`src/rtl/ravenoc_pkg.sv`:
```
// Shared router types: arbiter state encoding and the default router port count.
package ravenoc_pkg;

    localparam int RouterPorts = 5;

    typedef enum logic {
        IDLE   = 1'b0,
        LOCKED = 1'b1
    } arb_state_t;

endpackage

```
`src/rtl/ravenoc_rr_picker.sv`:
```
// Combinational round-robin first-one search starting at ptr and wrapping.
module ravenoc_rr_picker #(
    parameter int N = 5,
    parameter int W = (N > 1) ? $clog2(N) : 1
) (
    input  logic [N-1:0] req,
    input  logic [W-1:0] ptr,
    output logic [N-1:0] gnt,
    output logic [W-1:0] idx,
    output logic         vld
);

    int pos;

    // Walk offsets from farthest to nearest so the nearest hit wins.
    always_comb begin
        gnt = '0;
        idx = '0;
        vld = 1'b0;
        pos = 0;
        for (int off = N - 1; off >= 0; off--) begin
            pos = (int'(ptr) + off) % N;
            if (req[pos]) begin
                idx = W'(pos);
                vld = 1'b1;
            end
        end
        if (vld) gnt[idx] = 1'b1;
    end

endmodule

```
`src/rtl/ravenoc_wormhole_arb.sv`:
```
// Wormhole output-port arbiter: round-robin on heads, locks the port until the tail.
// Optional watchdog that breaks a stalled lock: define RAVENOC_ARB_WATCHDOG_EN.
module ravenoc_wormhole_arb
    import ravenoc_pkg::*;
#(
    parameter int NPorts        = RouterPorts,
    parameter int TimeoutCycles = 256,
    localparam int SelW         = (NPorts > 1) ? $clog2(NPorts) : 1
) (
    input  logic              clk_noc,
    input  logic              arst_noc,
    input  logic [NPorts-1:0] req_i,
    input  logic [NPorts-1:0] head_i,
    input  logic [NPorts-1:0] tail_i,
    input  logic              out_ready_i,
    output logic [NPorts-1:0] grant_o,
    output logic [SelW-1:0]   sel_o,
    output logic              locked_o,
    output logic              wd_err_o
);

    arb_state_t        state, state_nxt;
    logic [SelW-1:0]   owner, owner_nxt;
    logic [SelW-1:0]   ptr, ptr_nxt;
    logic [NPorts-1:0] pick_gnt;
    logic [SelW-1:0]   pick_idx;
    logic              pick_vld;
    logic              beat, beat_tail;
    logic              wd_fire;

    function automatic logic [SelW-1:0] wrap_inc(input logic [SelW-1:0] i);
        return (int'(i) == NPorts - 1) ? SelW'(0) : i + SelW'(1);
    endfunction

    ravenoc_rr_picker #(.N(NPorts), .W(SelW)) u_picker (
        .req (req_i & head_i),
        .ptr (ptr),
        .gnt (pick_gnt),
        .idx (pick_idx),
        .vld (pick_vld)
    );

    // Grant is masked during reset so the datapath mux never selects a stale port.
    always_comb begin
        grant_o = '0;
        if (!arst_noc) begin
            if (state == IDLE) grant_o = pick_gnt;
            else if (req_i[owner]) grant_o[owner] = 1'b1;
        end
    end

    always_comb begin
        sel_o = '0;
        for (int k = 0; k < NPorts; k++)
            if (grant_o[k]) sel_o = SelW'(k);
    end

    assign beat      = (|grant_o) & out_ready_i;
    assign beat_tail = beat & (|(grant_o & tail_i));
    assign locked_o  = (state == LOCKED);

`ifdef RAVENOC_ARB_WATCHDOG_EN
    localparam int CntW = $clog2(TimeoutCycles + 1);
    logic [CntW-1:0] wd_cnt;
    logic            wd_err;

    // Fires on the stalled cycle that brings the count up to TimeoutCycles.
    assign wd_fire = (state == LOCKED) && !beat && (wd_cnt == CntW'(TimeoutCycles - 1));

    always_ff @(posedge clk_noc or posedge arst_noc) begin
        if (arst_noc) begin
            wd_cnt <= '0;
            wd_err <= 1'b0;
        end else begin
            if (state != LOCKED || beat || wd_fire) wd_cnt <= '0;
            else                                   wd_cnt <= wd_cnt + CntW'(1);
            if (wd_fire) wd_err <= 1'b1;
        end
    end

    assign wd_err_o = wd_err;
`else
    assign wd_fire  = 1'b0;
    assign wd_err_o = 1'b0;
`endif

    always_ff @(posedge clk_noc or posedge arst_noc) begin
        if (arst_noc) begin
            state <= IDLE;
            owner <= '0;
            ptr   <= '0;
        end else begin
            state <= state_nxt;
            owner <= owner_nxt;
            ptr   <= ptr_nxt;
        end
    end

    always_comb begin
        state_nxt = state;
        owner_nxt = owner;
        ptr_nxt   = ptr;
        case (state)
            IDLE: begin
                if (beat && pick_vld) begin
                    if (beat_tail) begin
                        ptr_nxt = wrap_inc(pick_idx);
                    end else begin
                        state_nxt = LOCKED;
                        owner_nxt = pick_idx;
                    end
                end
            end
            LOCKED: begin
                if (beat_tail || wd_fire) begin
                    state_nxt = IDLE;
                    ptr_nxt   = wrap_inc(owner);
                end
            end
            default: state_nxt = IDLE;
        endcase
    end

endmodule

```
`config.mk`:
```
export PLATFORM = sky130hd
export DESIGN_NAME = ravenoc_wormhole_arb
export DESIGN_NICKNAME = d
export VERILOG_FILES = /design/src/rtl/ravenoc_pkg.sv /design/src/rtl/ravenoc_rr_picker.sv /design/src/rtl/ravenoc_wormhole_arb.sv
export SDC_FILE = /design/constraint.sdc
export NUM_CORES = 1
export LEC_CHECK = 0
export ABC_CLOCK_PERIOD_IN_PS = 18600
export CAP_MARGIN = 40
export CORE_MARGIN = 10
export CORE_UTILIZATION = 60
export DETAILED_ROUTE_END_ITERATION = 12
export GPL_TIMING_DRIVEN = 0
export PLACE_DENSITY_LB_ADDON = 0.12
export SETUP_SLACK_MARGIN = 0.4
export SLEW_MARGIN = 10
export SYNTH_ARGS = -nofsm -noshare
export SYNTH_HDL_FRONTEND = slang
export SYNTH_HIERARCHICAL = 1
export SYNTH_SLANG_ARGS = --single-unit
```
`constraint.sdc`:
```
create_clock -name clk_noc -period 18.6 [get_ports clk_noc]
set_input_delay 3.72 -clock clk_noc [delete_from_list [all_inputs] [get_ports clk_noc]]
set_output_delay 3.72 -clock clk_noc [all_outputs]
set_load 0.01 [all_outputs]
```
# Yosys cells after proc, flatten, opt, wreduce, memory -nomap -nowiden
# Index checks and enable logic that the tools add are counted.
# word_totals
word_cells,89
input_bits,18
ff_bits,7
# op_classes
n_div,5
n_reduce_logical,7
n_mux,48
addsub,6
n_eq_ne,5
n_lt_le_gt_ge,9
n_bitwise,6
# ops
op,count
$lt 32x5->1 const B,5
$mod 32x4->32 const B,4
$mux 3,13
$mod 4x4->32 const B,1
$mux 1,21
$mux 5,4
$bmux 1 s3,6
$and 5x5->5,2
$reduce_or 5->1,2
$add 3x2->4 const B,2
$lt 3x4->1 const B,2
$add 3x1->3 const B,2
$demux 1 s3,2
$eq 3x3->1 const B,2
$ge 3x1->1 const B,2
$pmux 3 s2,1
$reduce_and 3->1,2
$add 3x1->4 const B,1
$add 3x3->4 const B,1
$ne 2x1->1 const B,2
$logic_and 1x1->1,3
$and 1x1->1,2
$ne 2x2->1 const B,1
$not 1->1,2
$pmux 1 s2,1

# Depth between registers and ports, before layout
# depth
word_depth,23
depth_mapped,27

# Hierarchy
# The synthesis kept the hierarchy.
# by_module_without_submodules
module,seq_area_each_um2,instances,area_per_inst_um2,cells_each
ravenoc_rr_picker,0.0,1,1566.5,219
ravenoc_wormhole_arb,175.2,1,787.0,87

# Worst setup path before layout
# No wires, ideal clock.
# synth_path
path_kind,input -> output
start,input port head_i[2]
end,output port sel_o[0]
t_arrival_ps,6330
required_ps,14880
slack_ps,8550
path_stages,14
cell_sequence,and2_1 > clkbuf_1 > mux4_2 > a32o_1 > a21oi_1 > o211ai_1 > nand4b_1 > nand2_1 > nor4_1 > nor2b_1 > a41oi_1 > nor2_1 > a21oi_1 > nor2_1
# synth_between
elab_chain_len,20
# synth_lines
element,line,text
"start, declared",ravenoc_wormhole_arb.sv:13,"input logic [NPorts-1:0] head_i,"
$and 5x5->5 (*),ravenoc_wormhole_arb.sv:36,".req (req_i & head_i),"
$bmux 1 s3,ravenoc_rr_picker.sv:23,if (req[pos]) begin
$mux 1 (implied by the code) (2 in series),ravenoc_rr_picker.sv:23,
$mux 3 (4 in series),ravenoc_rr_picker.sv:23,
$mux 3 (*),ravenoc_rr_picker.sv:23,
via pick_idx[2],ravenoc_wormhole_arb.sv:26,logic [SelW-1:0] pick_idx;
$lt 3x4->1 (implied by the code) / $ge 3x1->1 (equally long branches),ravenoc_rr_picker.sv:28,if (vld) gnt[idx] = 1'b1;
$logic_and 1x1->1 (implied by the code),ravenoc_rr_picker.sv:28,
$mux 1 (implied by the code),ravenoc_rr_picker.sv:28,
$demux 1 s3 (*),n/a,
$mux 5 (*),ravenoc_rr_picker.sv:28,
via pick_gnt[1],ravenoc_wormhole_arb.sv:25,logic [NPorts-1:0] pick_gnt;
$mux 5 (*),ravenoc_wormhole_arb.sv:47,if (state == IDLE) grant_o = pick_gnt;
$mux 5 (*),ravenoc_wormhole_arb.sv:46,if (!arst_noc) begin
via grant_o[1],ravenoc_wormhole_arb.sv:16,"output logic [NPorts-1:0] grant_o,"
$mux 1 (*),ravenoc_wormhole_arb.sv:55,if (grant_o[k]) sel_o = SelW'(k);
$mux 3 (*) (3 in series),ravenoc_wormhole_arb.sv:55,
"end, declared",ravenoc_wormhole_arb.sv:17,"output logic [SelW-1:0] sel_o,"
# Mark *: on every way through the listed nets, which the timed path passes. The rest lies on a longest branch. The select of a mux whose other input is x is not followed.

# Final worst setup path
# layout_path
start,input port req_i[2]
end,output port sel_o[0]
# layout_between
elab_chain_len,20
# layout_lines
element,line,text
"start, declared",ravenoc_wormhole_arb.sv:12,"input logic [NPorts-1:0] req_i,"
$and 5x5->5 (*),ravenoc_wormhole_arb.sv:36,
$bmux 1 s3,ravenoc_rr_picker.sv:23,
$mux 1 (implied by the code) (2 in series),ravenoc_rr_picker.sv:23,
$mux 3 (4 in series),ravenoc_rr_picker.sv:23,
$mux 3 (*),ravenoc_rr_picker.sv:23,
via pick_idx[2],ravenoc_wormhole_arb.sv:26,
$lt 3x4->1 (implied by the code) / $ge 3x1->1 (equally long branches),ravenoc_rr_picker.sv:28,
$logic_and 1x1->1 (implied by the code),ravenoc_rr_picker.sv:28,
$mux 1 (implied by the code),ravenoc_rr_picker.sv:28,
$demux 1 s3 (*),n/a,
$mux 5 (*),ravenoc_rr_picker.sv:28,
via pick_gnt[1],ravenoc_wormhole_arb.sv:25,
$mux 5 (*),ravenoc_wormhole_arb.sv:47,
$mux 5 (*),ravenoc_wormhole_arb.sv:46,
$mux 1 (*),ravenoc_wormhole_arb.sv:55,
$mux 3 (*) (3 in series),ravenoc_wormhole_arb.sv:55,
# Marks and branches as above.

==> results.sh <==
export IMPL_status="complete, no violations"
export IMPL_reg2reg_from="ptr[0]$_DFFE_PP0P_"
export IMPL_period_minus_slack_ns=11.38
export IMPL_pin_count=28
export IMPL_cts_root_buffer="clkbuf_8"
export IMPL_hold_end="owner[2]$_DFFE_PP0P_"
export IMPL_grt_pass1_wl_mm=10.3
export IMPL_first_pass_iters=5
export IMPL_synth_distinct_cells=78
export IMPL_synth_area_leader_cell="ha_1"
export IMPL_rsz0062_at_grt="no"
export IMPL_worstSetupEndpointType="output port"
export IMPL_ff2ff_path_depth=26
export IMPL_fmax_ghz=0.0879
export IMPL_worstHoldPathType="flip-flop to flip-flop"
export IMPL_antenna_found_initial=0
export IMPL_core_area_um2=3720
export IMPL_post_drt_wl_per_cell_um=15.9
export IMPL_die_y_um=82.6
export IMPL_maxCapViolCount=0
export IMPL_seq_area_frac_synth_pct=7.44
export IMPL_grt_pass1_vias=2231
export IMPL_ys_warn_count=6
export IMPL_num_vias=2401
export IMPL_fin_crit_sh_pct=61.2
export IMPL_synth_flop_cell="dfrtp_1"
export IMPL_dp_cells=380
export IMPL_clk_latency_ns=0.23
export IMPL_route_detailed_drc=0
export IMPL_synthCells=306
export IMPL_grt_max_degree=14
export IMPL_reg2reg_to="ptr[0]$_DFFE_PP0P_"
export IMPL_worstMarginPinSlew_ns=0.547
export IMPL_yosysTopAreaCellShare_pct=15.4
export IMPL_clockBufferDepth=2
export IMPL_clock_sinks=7
export IMPL_yosysMostFrequentCell="ha_1"
export IMPL_finalSetupViolations=0
export IMPL_synth_nets=354
export IMPL_relSlewSlack_pct=62.5
export IMPL_crit_path_max_fanout=9
export IMPL_synthArstFlopShare_pct=100
export IMPL_initial_core_util_pct=63.3
export IMPL_synth_edf_count=0
export IMPL_post_cts_buffers=0
export IMPL_final_util_pct=73.2
export IMPL_viasPerCell=6.25
export IMPL_path_class="input port to output port"
export IMPL_diodes=0
export IMPL_ys_top_cells_by_area="ha_1 15%, dfrtp_1 7.4%, mux2i_1 5.1%, inv_1 4.5%, nand2_1 4.5%"
export IMPL_port_buffers=26
export IMPL_cts_tree="yes"
export IMPL_cts_clk_slew_worst_paths_ns=0.04
export IMPL_numCtsBuffers=3
export IMPL_fp_row_count=22
export IMPL_final_cell_count_no_fill=384
export IMPL_startpoint="req_i[2]"
export IMPL_regToRegSetupSlack_ns=11.71
export IMPL_dieArea_um2=6830
export IMPL_wirelength_mm=6.11
export IMPL_hp_start="owner[2]$_DFFE_PP0P_"
export IMPL_cts_hold_buf=0
export IMPL_hold_viol=0
export IMPL_postRouteAntennaNets=0
export IMPL_yosys_register_bits=7
export IMPL_crit_path_start_kind="input port"
export IMPL_finalSetupTns_ns=0
export IMPL_dp_hpwl_mm=4.86
export IMPL_fin_skew_ns=0.00648
export IMPL_finalMaxSlewViolations=0
export IMPL_worstPathArrival_ns=7.66
export IMPL_postSynthAreaPerCell_um2=7.69
export IMPL_drt_iter0_drc=224
export IMPL_synth_common_cells="29 x ha_1, 28 x inv_1, 28 x nand2_1, 27 x nor2_1, 18 x a21oi_1"
export IMPL_fp_dieW_um=82.6
export IMPL_hold_depth=2
export IMPL_track_usage_pct=18.2
export IMPL_cts_max_level=1
export IMPL_required_ns=14.88
export IMPL_gp_congestion=0.915
export IMPL_globalRouteOverflowTotal=0
export IMPL_area_growth_pct=15.5
export IMPL_cts_repair_resized=0
export IMPL_layout_drive_gt1_share_pct=11.9
export IMPL_syn_area_um2=2350
export IMPL_nNetsFinal=385
[layer usage]
layer  global-route usage [%]  up-vias  share of wire, %
li1                         -     1190                 -
met1                     26.1     1104                46
met2                     28.1      104                45
met3                     3.02        3               8.3
met4                     2.84        0              0.28
met5                        0        -                 0
[cells by family after synthesis]
group	Yosys count	synth area share (%)
buffers and inverters	42	7.97
DFF	7	7.44
adders and majority gates	30	16.3
and+or+nand+nor	116	27.3
AOI/OAI and AO/OA	84	28.0
xor gates and xnor gates	6	2.87
other	1	0.159
muxes	20	10.0
[worst max-delay path, cell delays in order]
cell and delay [ns]:
clkdlybuf4s50_1 0.45, and2_1 0.15, clkbuf_1 0.21, mux4_2 0.50, a32o_1 0.31, a21oi_1 0.31
o211ai_1 0.17, nand4b_1 0.14, nand2_1 0.15, nor4_1 0.44, nor2b_1 0.18, a41oi_1 0.06
nor2_1 0.15, a21oi_1 0.08, nor2_1 0.09, clkdlybuf4s50_1 0.54
[registers in the layout, summed over array words and instances (netlist names)]
| name | cells |
|---|---|
| ptr | 3 |
| owner | 3 |
| locked_o | 1 |
[area by class of cell]
type,count,area (um^2)
repair buffers,26,260
plain buffers,12,75.1
fillers,302,997
inverters,30,113
flip-flops and latches,7,175
well taps,48,60.1
multi-input cells,257,1990
clock buffers,4,45.0
[stage by stage]
step                instance area, um^2  setup WS [ns]  hold WS, ns
floorplan                          2350           8.55        0.582
global placement                   2670           7.31        0.613
detailed placement                 2670           7.30        0.622
CTS                                2720           7.27        0.630
global route                       2720           6.98        0.659
finish                             2720           7.22        0.628
[how the worst max path moves through the flow]
stage,endpoint,slack [ns],cells after the start
after floorplan,sel_o[0],8.55,14
after global placement,sel_o[0],7.31,16
after detailed placement,sel_o[0],7.30,16
after CTS,sel_o[0],7.27,16
after global routing,sel_o[0],6.98,16
final,sel_o[0],7.22,16
[cells in the final DEF, fill, tap and decap left out, types with 4 or more instances in the layout]
cell / count
a21oi_1: 18
a32o_1: 4
and2_1: 5
and3_1: 4
clkbuf_1: 5
clkdlybuf4s50_1: 26
dfrtp_1: 7
ha_1: 29
inv_1: 28
mux2i_1: 12
nand2_1: 28
nand2b_1: 4
nand3_1: 14
nor2_1: 27
nor2b_1: 5
o211ai_1: 4
o21ai_0: 14
o22ai_1: 4
xnor2_1: 4
Power is left out: the tool's default activity adds up to more than one toggle a clock period on the data nets, which glitch-free logic cannot reach.
